[src/rtl/seq_div_param_if.sv]
// Handshake and operand/result bundle for seq_div_param.
interface seq_div_param_if #(
    parameter int unsigned DW = 17,
    parameter int unsigned VW = 12
);
    logic          start;
    logic [DW-1:0] dividend;
    logic [VW-1:0] divisor;
    logic          busy;
    logic          done;
    logic [DW-1:0] quotient;
    logic [VW-1:0] remainder;
    logic          div_zero;

    // Requester side
    modport master (
        output start, dividend, divisor,
        input  busy, done, quotient, remainder, div_zero
    );

    // Divider side
    modport slave (
        input  start, dividend, divisor,
        output busy, done, quotient, remainder, div_zero
    );
endinterface

[src/rtl/seq_div_param.sv]
// seq_div_param: restoring sequential integer divider, one quotient bit per clock,
// fixed latency, optional two's-complement mode (quotient truncates toward zero).
module seq_div_param #(
    parameter int unsigned DW     = 17,
    parameter int unsigned VW     = 12,
    parameter int unsigned SIGNED = 0
) (
    input  logic           clk,
    input  logic           rst,
    seq_div_param_if.slave bus
);
    localparam int unsigned CW  = (DW > 2) ? $clog2(DW) : 1;
    localparam bit          SGN = (SIGNED != 0);

    typedef enum logic [1:0] {S_IDLE, S_LOAD, S_RUN, S_FIN} state_e;

    state_e        state_q;
    logic          busy_q;
    logic          done_q;
    logic          dz_q;
    logic [DW-1:0] quo_q;
    logic [VW-1:0] rmd_q;
    logic [DW-1:0] ddo_q;    // dividend, shifted out MSB-first while quotient bits enter at the LSB
    logic [VW-1:0] dsor_q;
    logic [VW-1:0] rem_q;    // partial remainder, always < divisor between steps
    logic [CW-1:0] cnt_q;
    logic          qneg_q;
    logic          rneg_q;
    logic          zdiv_q;

    logic [VW:0]   shift_d;
    logic [VW-1:0] diff_d;
    logic          ge_d;
    logic [VW-1:0] rem_d;
    logic [DW-1:0] ddo_d;
    logic [DW-1:0] ddo_mag_d;
    logic [VW-1:0] dsor_mag_d;
    logic [DW-1:0] quo_fin_d;
    logic [VW-1:0] rmd_fin_d;

    // One restoring step, operand magnitudes and final sign correction
    always_comb begin
        shift_d    = {rem_q, ddo_q[DW-1]};
        diff_d     = VW'(shift_d - {1'b0, dsor_q});
        ge_d       = (shift_d >= {1'b0, dsor_q});
        rem_d      = ge_d ? diff_d : shift_d[VW-1:0];
        ddo_d      = {ddo_q[DW-2:0], ge_d};
        ddo_mag_d  = (SGN && ddo_q[DW-1])  ? (~ddo_q + DW'(1))  : ddo_q;
        dsor_mag_d = (SGN && dsor_q[VW-1]) ? (~dsor_q + VW'(1)) : dsor_q;
        quo_fin_d  = qneg_q ? (~ddo_q + DW'(1)) : ddo_q;
        rmd_fin_d  = rneg_q ? (~rem_q + VW'(1)) : rem_q;
    end

    // Control FSM with datapath registers; every output is registered
    always_ff @(posedge clk) begin
        if (rst) begin
            state_q <= S_IDLE;
            busy_q  <= 1'b0;
            done_q  <= 1'b0;
            dz_q    <= 1'b0;
            quo_q   <= '0;
            rmd_q   <= '0;
            ddo_q   <= '0;
            dsor_q  <= '0;
            rem_q   <= '0;
            cnt_q   <= '0;
            qneg_q  <= 1'b0;
            rneg_q  <= 1'b0;
            zdiv_q  <= 1'b0;
        end else begin
            case (state_q)
                S_IDLE: begin
                    done_q <= 1'b0;
                    // The done cycle is not yet a true idle cycle, so start is ignored there
                    if (bus.start && !done_q) begin
                        ddo_q   <= bus.dividend;
                        dsor_q  <= bus.divisor;
                        zdiv_q  <= (bus.divisor == '0);
                        busy_q  <= 1'b1;
                        state_q <= S_LOAD;
                    end
                end
                S_LOAD: begin
                    qneg_q  <= SGN && (ddo_q[DW-1] ^ dsor_q[VW-1]);
                    rneg_q  <= SGN && ddo_q[DW-1];
                    ddo_q   <= ddo_mag_d;
                    dsor_q  <= dsor_mag_d;
                    rem_q   <= '0;
                    cnt_q   <= CW'(DW - 1);
                    // Zero divisor skips the iterations, giving a two-edge latency
                    state_q <= zdiv_q ? S_FIN : S_RUN;
                end
                S_RUN: begin
                    rem_q <= rem_d;
                    ddo_q <= ddo_d;
                    cnt_q <= cnt_q - CW'(1);
                    if (cnt_q == '0) begin
                        state_q <= S_FIN;
                    end
                end
                S_FIN: begin
                    if (zdiv_q) begin
                        quo_q <= '1;
                        rmd_q <= '0;
                        dz_q  <= 1'b1;
                    end else begin
                        quo_q <= quo_fin_d;
                        rmd_q <= rmd_fin_d;
                        dz_q  <= 1'b0;
                    end
                    done_q  <= 1'b1;
                    busy_q  <= 1'b0;
                    state_q <= S_IDLE;
                end
                default: state_q <= S_IDLE;
            endcase
        end
    end

    assign bus.busy      = busy_q;
    assign bus.done      = done_q;
    assign bus.quotient  = quo_q;
    assign bus.remainder = rmd_q;
    assign bus.div_zero  = dz_q;
endmodule
[src/flat_wrapper.sv]
// flat-port wrapper written by rule: the top's interface ports become plain ports
module seq_div_param_flat 
#(
    parameter int unsigned DW     = 17,
    parameter int unsigned VW     = 12,
    parameter int unsigned SIGNED = 0
)
  (clk, rst, bus_start, bus_dividend, bus_divisor, bus_busy, bus_done, bus_quotient, bus_remainder, bus_div_zero);
  seq_div_param_if #(.DW(DW), .VW(VW)) bus_i ();
  input  logic clk;
  input  logic rst;
  input wire logic [$bits(bus_i.start)-1:0] bus_start;
  input wire logic [$bits(bus_i.dividend)-1:0] bus_dividend;
  input wire logic [$bits(bus_i.divisor)-1:0] bus_divisor;
  output wire logic [$bits(bus_i.busy)-1:0] bus_busy;
  output wire logic [$bits(bus_i.done)-1:0] bus_done;
  output wire logic [$bits(bus_i.quotient)-1:0] bus_quotient;
  output wire logic [$bits(bus_i.remainder)-1:0] bus_remainder;
  output wire logic [$bits(bus_i.div_zero)-1:0] bus_div_zero;
  assign bus_i.start = bus_start;
  assign bus_i.dividend = bus_dividend;
  assign bus_i.divisor = bus_divisor;
  assign bus_busy = bus_i.busy;
  assign bus_done = bus_i.done;
  assign bus_quotient = bus_i.quotient;
  assign bus_remainder = bus_i.remainder;
  assign bus_div_zero = bus_i.div_zero;
  seq_div_param #(.DW(DW), .VW(VW), .SIGNED(SIGNED)) u_core (.clk(clk), .rst(rst), .bus(bus_i));
endmodule
[config.mk]
export PLATFORM = sky130hd
export DESIGN_NAME = seq_div_param_flat
export DESIGN_NICKNAME = d
export VERILOG_FILES = /design/src/rtl/seq_div_param_if.sv /design/src/rtl/seq_div_param.sv /design/src/flat_wrapper.sv
export SDC_FILE = /design/constraint.sdc
export NUM_CORES = 1
export LEC_CHECK = 0
export CAP_MARGIN = 20
export CELL_PAD_IN_SITES_DETAIL_PLACEMENT = 0
export CELL_PAD_IN_SITES_GLOBAL_PLACEMENT = 1
export CORE_MARGIN = 10
export CORE_UTILIZATION = 40
export DETAILED_ROUTE_END_ITERATION = 16
export DONT_BUFFER_PORTS = 1
export PLACE_DENSITY = 0.77
export SLEW_MARGIN = 0
export SYNTH_ARGS = -nofsm -noshare
export SYNTH_HDL_FRONTEND = slang
export SYNTH_SLANG_ARGS = --single-unit
[constraint.sdc]
create_clock -name clk -period 2.5 [get_ports clk]
set_input_delay 0.5 -clock clk [delete_from_list [all_inputs] [get_ports clk]]
set_output_delay 0.5 -clock clk [all_outputs]
set_load 0.02 [all_outputs]
# Word level (Yosys, flattened, before mapping)
# Index checks and enable logic that the tools add are counted.
# Widths: inputs -> output; s select.
dict set report totals {
  ff_bits 81
  latchBits 0
  ramBits 0
  romBits 0
  input_bits 32
  wordCells 46
  n_memories 0
}
dict set report op_classes {
  add_sub_neg 2
  multipliers 0
  n_div 0
  order_cmp 1
  eq_ne 5
  shifts 0
  mux 15
  n_bitwise 0
  n_reduce_logical 12
}
# operator n
set ops {}
lappend ops {{$mux 17} 2}
lappend ops {{$pmux 17 s2} 1}
lappend ops {{$mux 12} 2}
lappend ops {{$pmux 12 s2} 1}
lappend ops {{$ge 13x12->1} 1}
lappend ops {{$logic_not 12->1} 1}
lappend ops {{$sub 12x12->12} 1}
lappend ops {{$pmux 5 s2} 1}
lappend ops {{$pmux 2 s4} 1}
lappend ops {{$reduce_and 2->1} 4}
lappend ops {{$reduce_bool 2->1} 3}
lappend ops {{$logic_not 5->1} 1}
lappend ops {{$sub 5x1->5 const B} 1}
lappend ops {{$eq 2x2->1 const B} 2}
lappend ops {{$mux 2} 2}
lappend ops {{$ne 2x1->1 const B} 2}
lappend ops {{$pmux 1 s2} 2}
lappend ops {{$mux 1} 3}
lappend ops {{$eq 2x1->1 const B} 1}
lappend ops {{$logic_not 2->1} 1}
lappend ops {{$logic_and 1x1->1} 1}
lappend ops {{$logic_not 1->1} 1}

# Logic depth before layout (Yosys ltp)
# Gate-level depths: netlist of run 1.
dict set report logic_depth {
  depth_word 4
  depth_mapped 11
  ltp_nobuf 9
}

# Worst setup path before layout of run 1
# OpenSTA, ideal clock, no wires.
dict set report synth_timing {
  path_kind {register -> register}
  startpoint {register u_core.dsor_q[10] (netlist: u_core.dsor_mag_d[10])}
  endpoint {register u_core.rem_q[5]}
  setup_time_ps 122
  arrival_ps 1932
  setup_slack_ps 446
  path_stages_with_launch 11
  n_path_buf 2
  cell_sequence {dfxtp_1 inv_1 ha_1 a21o_1 a211oi_2 o41ai_2 a211o_1 buf_6 buf_8 mux2i_1 o21ai_1}
}
dict set report synth_between {
  elab_chain_len 3
}
# element line_no
set synth_lines {}
lappend synth_lines {{start: declaration} seq_div_param.sv:24} ;# logic [VW-1:0] dsor_q;
lappend synth_lines {{start signal: assignment} seq_div_param.sv:77} ;# dsor_q <= bus.divisor;
lappend synth_lines {{start signal: assignment} seq_div_param.sv:87} ;# dsor_q <= dsor_mag_d;
lappend synth_lines {{$ge 13x12->1} seq_div_param.sv:45} ;# ge_d = (shift_d >= {1'b0, dsor_q});
lappend synth_lines {{$mux 12} seq_div_param.sv:46} ;# rem_d = ge_d ? diff_d : shift_d[VW-1:0];
lappend synth_lines {{$pmux 12 s2} seq_div_param.sv:71} ;# case (state_q)
lappend synth_lines {{end signal: assignment} seq_div_param.sv:94} ;# rem_q <= rem_d;
lappend synth_lines {{end: declaration} seq_div_param.sv:25} ;# logic [VW-1:0] rem_q;
# No other way between the ends.
# A chain may end at the register's enable or synchronous reset.

# Final worst setup path of run 1
dict set report layout_timing {
  startpoint {register u_core.rem_q[9]}
  endpoint {register u_core.rem_q[1]}
}
dict set report layout_between {
  elab_chain_len 3
}
# element line_no
set layout_lines {}
lappend layout_lines {{$ge 13x12->1} seq_div_param.sv:45}
lappend layout_lines {{$mux 12} seq_div_param.sv:46}
lappend layout_lines {{$pmux 12 s2} seq_div_param.sv:71}
# No other way between the ends.

==> results.cfg, run 1 <==
[run_status]
status = completed

[yosys]
ys_ff_latch = 81
ys_seq_area_share_pct = 41.9
synth_warnings = 0
yosys_most_used_dff = dfxtp_1
syn_nets = 516
synth_edf_count = 0
synthArstFlopShare_pct = 0
syn_inst = 464
synth_cell_types = 48
synth_area_um2 = 3870
syn_area_per_cell_um2 = 8.33

[power_and_ir_drop]
power_density_nw_per_um2 = 1190
p_leak_nw = 1.62
ir_drop_v = 0.000550

[die]
die_h_um = 118
dieArea_um2 = 14000
ioPinCount = 64
rows = 35
die_w_um = 118
start_util_pct = 41.4
coreArea_um2 = 9330

[critical_path]
ff2ff_path_depth = 9
r2r_slack_ns = 0.22
slowest_delay_ns = 0.41
r2r-start = u_core.rem_q[9]
startpoint = u_core.rem_q[9]
crit_path_end_kind = flip-flop
cpMaxStageDelayCell = dfxtp_1
path_cells = ha_1 -> a21o_1 -> a211oi_2 -> o41ai_4 -> a211o_1 -> buf_4 -> nor2_1 -> a21oi_1 -> a22o_1
worstReg2RegEnd = u_core.rem_q[1]
critPathMaxFanout = 8
cp_data_arrival_time_ns = 2.53
crit_path_end = u_core.rem_q[1]
crit_type = flip-flop to flip-flop
start_kind = flip-flop
cp_data_required_time_ns = 2.75

[layout]
final_common_cell = dfxtp_1
insertedDiodeCount = 0
fill_cells = 942
nets = 514
syn2layout_area_growth_pct = 9.32
utilization_pct = 45.3
instances_no_fill = 596
layout_common_cells = 81 x dfxtp_1, 74 x nor2_1, 49 x nand2_1
layout-drive-gt1-share_pct = 8.14

[cts]
cts_tree = done
cts_buffer_depth = 2
cts_root_buf = clkbuf_8
clk_pin_slew_ns = 0.09
cts_max_level = 3
numCtsBuffers = 9
cts_setup_buffers = 0
clk_latency_ns = 0.36
clock-sinks = 81

[routing]
viasPerCell = 5.20
post-route-drc-count = 0
antenna_left = 0
drt_iter0_drc = 158
drt_pass1_iterations = 6
wl_per_cell_um = 15.3
routed_wl_um = 9090
num_vias = 3100

[placement]
pre_cts_ws_ns = 0.318
portBuffers = 0
hpwl_um = 6700
placed_cells = 580
gp_congestion = 0.907

[timing]
setup_viol = 0
skew_ns = 0.0153
hold-worst-slack_ns = 0.217
timing.final.ws_setup_ns = 0.224
final.min_clock_period_ns = 2.28
tightest_slew_ns = 0.695
relSlewSlack_pct = 53.7
drv_slew = 0
hold_viol_final = 0
finalCritPeriodShare_pct = 91.0
max_freq_mhz = 439

[global_routing]
antenna_found_initial = 0
grtUsageTotal_pct = 13.0
grt_first_pass_wirelength_um = 15100
grt_start_max_net_pins = 73
overflow = 0
grt_pass1_vias = 2984

[worst_hold_path]
holdCritPathClass = primary input to flip-flop
holdPathStages = 1
hold_start = rst

[run]
maxCapViolCount = 0
## sequential cells by signal, summed over array words and instances (netlist names), 2 cells and up
register,count
u_core.bus.quotient,17
u_core.bus.remainder,12
u_core.cnt_q,5
u_core.ddo_mag_d,17
u_core.dsor_mag_d,12
u_core.rem_q,12
u_core.state_q,2
## area by class of cell
class	count	area, um^2	share of cell area (%)
repair buffers	14	105	2.49
well taps	129	161	3.82
clock inverters	7	83.8	1.98
multi-input cells	331	2040	48.2
clock buffers	9	124	2.93
flip-flops and latches	81	1620	38.4
inverters	25	93.8	2.22
## stage by stage
stage | TNS [ns] | instance area [um^2] | power, mW
after floorplan | 0 | 3870 | 3.63
after global placement | 0 | 4010 | 3.99
after detailed placement | 0 | 4010 | 4.04
after CTS | 0 | 4220 | 5.07
after global routing | -0.00987 | 4230 | 5.46
final | 0 | 4230 | 5.04
## worst max-delay path: cells and delay by family (launching register included)
| family | cells | cell delay, ns |
|---|---|---|
| adders and majority gates | 1 | 0.27 |
| AOI/OAI and AO/OA | 6 | 1.20 |
| buffers and inverters | 1 | 0.19 |
| DFF | 1 | 0.41 |
| and+or+nand+nor | 1 | 0.08 |
## per-layer routing
layer / share of wire [%] / vias up / track usage, %
met5: 0 / - / 0
met4: 1.5 / 0 / 4.02
met3: 7.7 / 12 / 6.04
met2: 47 / 60 / 20.8
met1: 43 / 1428 / 15.1
li1: - / 1600 / -
## report_power, final
part           switching (mW)  internal (mW)
clock                   0.523          0.481
combinational            1.24          0.961
sequential              0.279           1.56
## repair_timing
item                                    in CTS  in global routing
gates resized for setup                      0                  1
endpoints found under the setup margin       0                  1
hold buffers                                 0                  0
## cells in the mapped netlist (4+ instances only)
cell | instances | area share (%)
nand2_1 | 49 | 4.8
nand3_1 | 5 | 0.65
xnor2_1 | 4 | 0.91
o22ai_1 | 17 | 2.8
dfxtp_1 | 81 | 42
buf_2 | 4 | 0.52
a211oi_1 | 17 | 3.3
o21ai_1 | 8 | 1.0
xor2_1 | 4 | 0.91
inv_1 | 25 | 2.4
a21oi_1 | 44 | 5.7
o21ai_0 | 9 | 1.2
clkbuf_1 | 18 | 1.7
ha_1 | 19 | 6.1
nor2_1 | 74 | 7.2
nor2b_1 | 14 | 2.3
mux2i_1 | 23 | 6.0
## cell families after synthesis
logic type      after synthesis  synth area share, %
compound gates              119                 19.3
simple gates                160                 18.3
buf+inv                      52                 5.66
fa+ha+maj                    20                 6.67
flops                        81                 41.9
mux                          24                 6.34
xor+xnor                      8                 1.81
## worst min-delay path by stage
stage / to / slack [ns]
6_report: u_core.bus.quotient[13] / 0.22
5_1_grt: u_core.bus.quotient[8] / 0.19
4_1_cts: u_core.bus.quotient[9] / 0.18
3_5_place_dp: u_core.dsor_mag_d[5] / 0.45
3_3_place_gp: u_core.dsor_mag_d[5] / 0.44
2_1_floorplan: u_core.dsor_mag_d[10] / 0.44
No activity file was read; power rests on OpenSTA's default activity.
==> run 2, diff against run 1 <==
- CELL_PAD_IN_SITES_DETAIL_PLACEMENT: 0 -> 1
- CTS_CLUSTER_DIAMETER: default -> 40
- SETUP_SLACK_MARGIN: default -> 0.15
==> results.cfg, run 2 (synthesis gave the netlist of run 1 again) <==
[layout]
syn2layout_area_growth_pct = 10.0
layout_common_cells = 79 x dfxtp_1, 74 x nor2_1, 49 x nand2_1
insertedDiodeCount = 0
layout-drive-gt1-share_pct = 10.0
nets = 515
final_common_cell = dfxtp_1

[timing]
drv_slew = 0
setup_viol = 0
relSlewSlack_pct = 49.6
tns_ns = 0
max_freq_mhz = 451
tightest_slew_ns = 0.756
final.min_clock_period_ns = 2.22
timing.final.ws_setup_ns = 0.283
skew_ns = 0.0119
hold-worst-slack_ns = 0.194
finalCritPeriodShare_pct = 88.7
rsz0062_at_grt = yes
hold_viol_final = 0

[cts]
numCtsBuffers = 9
clk_pin_slew_ns = 0.09
clock-sinks = 81
clk_latency_ns = 0.38
cts_max_level = 3
cts_buffer_depth = 2
cts_tree = done
cts_root_buf = clkbuf_8

[power_and_ir_drop]
clkPwrFrac_pct = 18.2
ir_drop_v = 0.000436
p_total_mw = 5.11
p_leak_nw = 1.62
switching_share_pct = 42.5
power.switching_mw = 2.17
p_int_mw = 2.94
power_density_nw_per_um2 = 1200
comb_power_share_pct = 45.7
p_seq_share_pct = 36.2

[placement]
portBuffers = 0
pre_cts_ws_ns = 0.280
hpwl_um = 7610
gp_congestion = 0.907

[global_routing]
overflow = 0
grtUsageTotal_pct = 14.8
grt_pass1_vias = 3369
grt_start_max_net_pins = 73
grt_first_pass_wirelength_um = 17100
antenna_found_initial = 0

[die]
die_h_um = 118
ioPinCount = 64
rows = 35
coreArea_um2 = 9330
dieArea_um2 = 14000
die_w_um = 118
start_util_pct = 41.4

[worst_hold_path]
holdCritPathClass = primary input to flip-flop
hold_start = rst
holdPathStages = 1

[critical_path]
critPathMaxFanout = 8
r2r-start = u_core.dsor_mag_d[10]
start_kind = flip-flop
ff2ff_path_depth = 10
crit_type = flip-flop to flip-flop
crit_path_end_kind = flip-flop
startpoint = u_core.dsor_mag_d[10]
cp_data_arrival_time_ns = 2.49
cp_data_required_time_ns = 2.77

[run_status]
status = completed

[run]
maxCapViolCount = 0

[routing]
antenna_left = 0
post-route-drc-count = 0
viasPerCell = 5.32
drt_iter0_drc = 174
drt_pass1_iterations = 4
num_vias = 3178
wl_per_cell_um = 17.5
routed_wl_um = 10500
==> run 2: cell types whose count changed in the layout (fill, tap and decap cells not counted), sizes merged <==
cell / delta
buf: +1
bufinv: -1
clkinvlp: +1
==> run 2: path summary, 6_finish.rpt <==
path / end / slack [ns]
worst max-delay path: u_core.rem_q[1] / 0.28
worst min-delay path: u_core.bus.quotient[13] / 0.19
worst max register to register: u_core.rem_q[1] / 0.28
worst min register to register: u_core.dsor_mag_d[2] / 0.46
==> run 2: power groups by stage <==
| stage | Sequential (mW) | Combinational, mW | Clock [mW] |
|---|---|---|---|
| 6_report | 1.85 | 2.33 | 0.927 |
| 5_1_grt | 1.89 | 2.61 | 1.00 |
| 4_1_cts | 1.85 | 2.26 | 0.943 |
| 3_5_place_dp | 1.88 | 2.24 | 0 |
| 3_3_place_gp | 1.86 | 2.13 | 0 |
| 2_1_floorplan | 1.80 | 1.82 | 0 |
==> run 2: critical path: stages (launching register included) <==
cell and delay [ns]:
dfxtp_2 0.33, inv_1 0.04, ha_1 0.30, a21o_1 0.19
a211oi_4 0.26, o41ai_4 0.13, a211o_1 0.35, buf_6 0.16
nor2_1 0.10, a21oi_1 0.06, a22o_1 0.20
==> run 2: timing repair <==
action                     CTS  global route
setup buffers                0             1
setup endpoints to repair    0            11
resized for setup            0            13
hold buffers                 0             0
==> run 2: area by class of cell <==
cell class                 instances  area [um^2]
clock buffer                       9          124
clock inverter                     7         61.3
fill                            1138         5070
inverter                          25         93.8
multi-input combinational        331         2070
sequential                        81         1620
tap                              129          161
timing repair buffer              15          116
==> run 2: through the flow <==
stage	util (%)	cell area, um^2	std cells
2_1_floorplan	-	3870	464
3_3_place_gp	43.0	4010	580
3_5_place_dp	43.0	4010	580
4_1_cts	44.9	4190	596
5_1_grt	45.6	4250	597
6_report	45.6	4250	597
==> run 2: layer usage <==
layer / GRT usage (%) / vias to the layer above / wire [um]
met5: 0 / - / 0
met4: 3.71 / 0 / 106
met3: 6.76 / 8 / 787
li1: - / 1594 / -
met2: 26.1 / 54 / 5300
met1: 15.6 / 1522 / 4270
==> run 3, diff against run 2 <==
- RECOVER_POWER: default -> 25
==> results of run 3 <==
Final layout, timing and power as in run 2 (identical DEF).
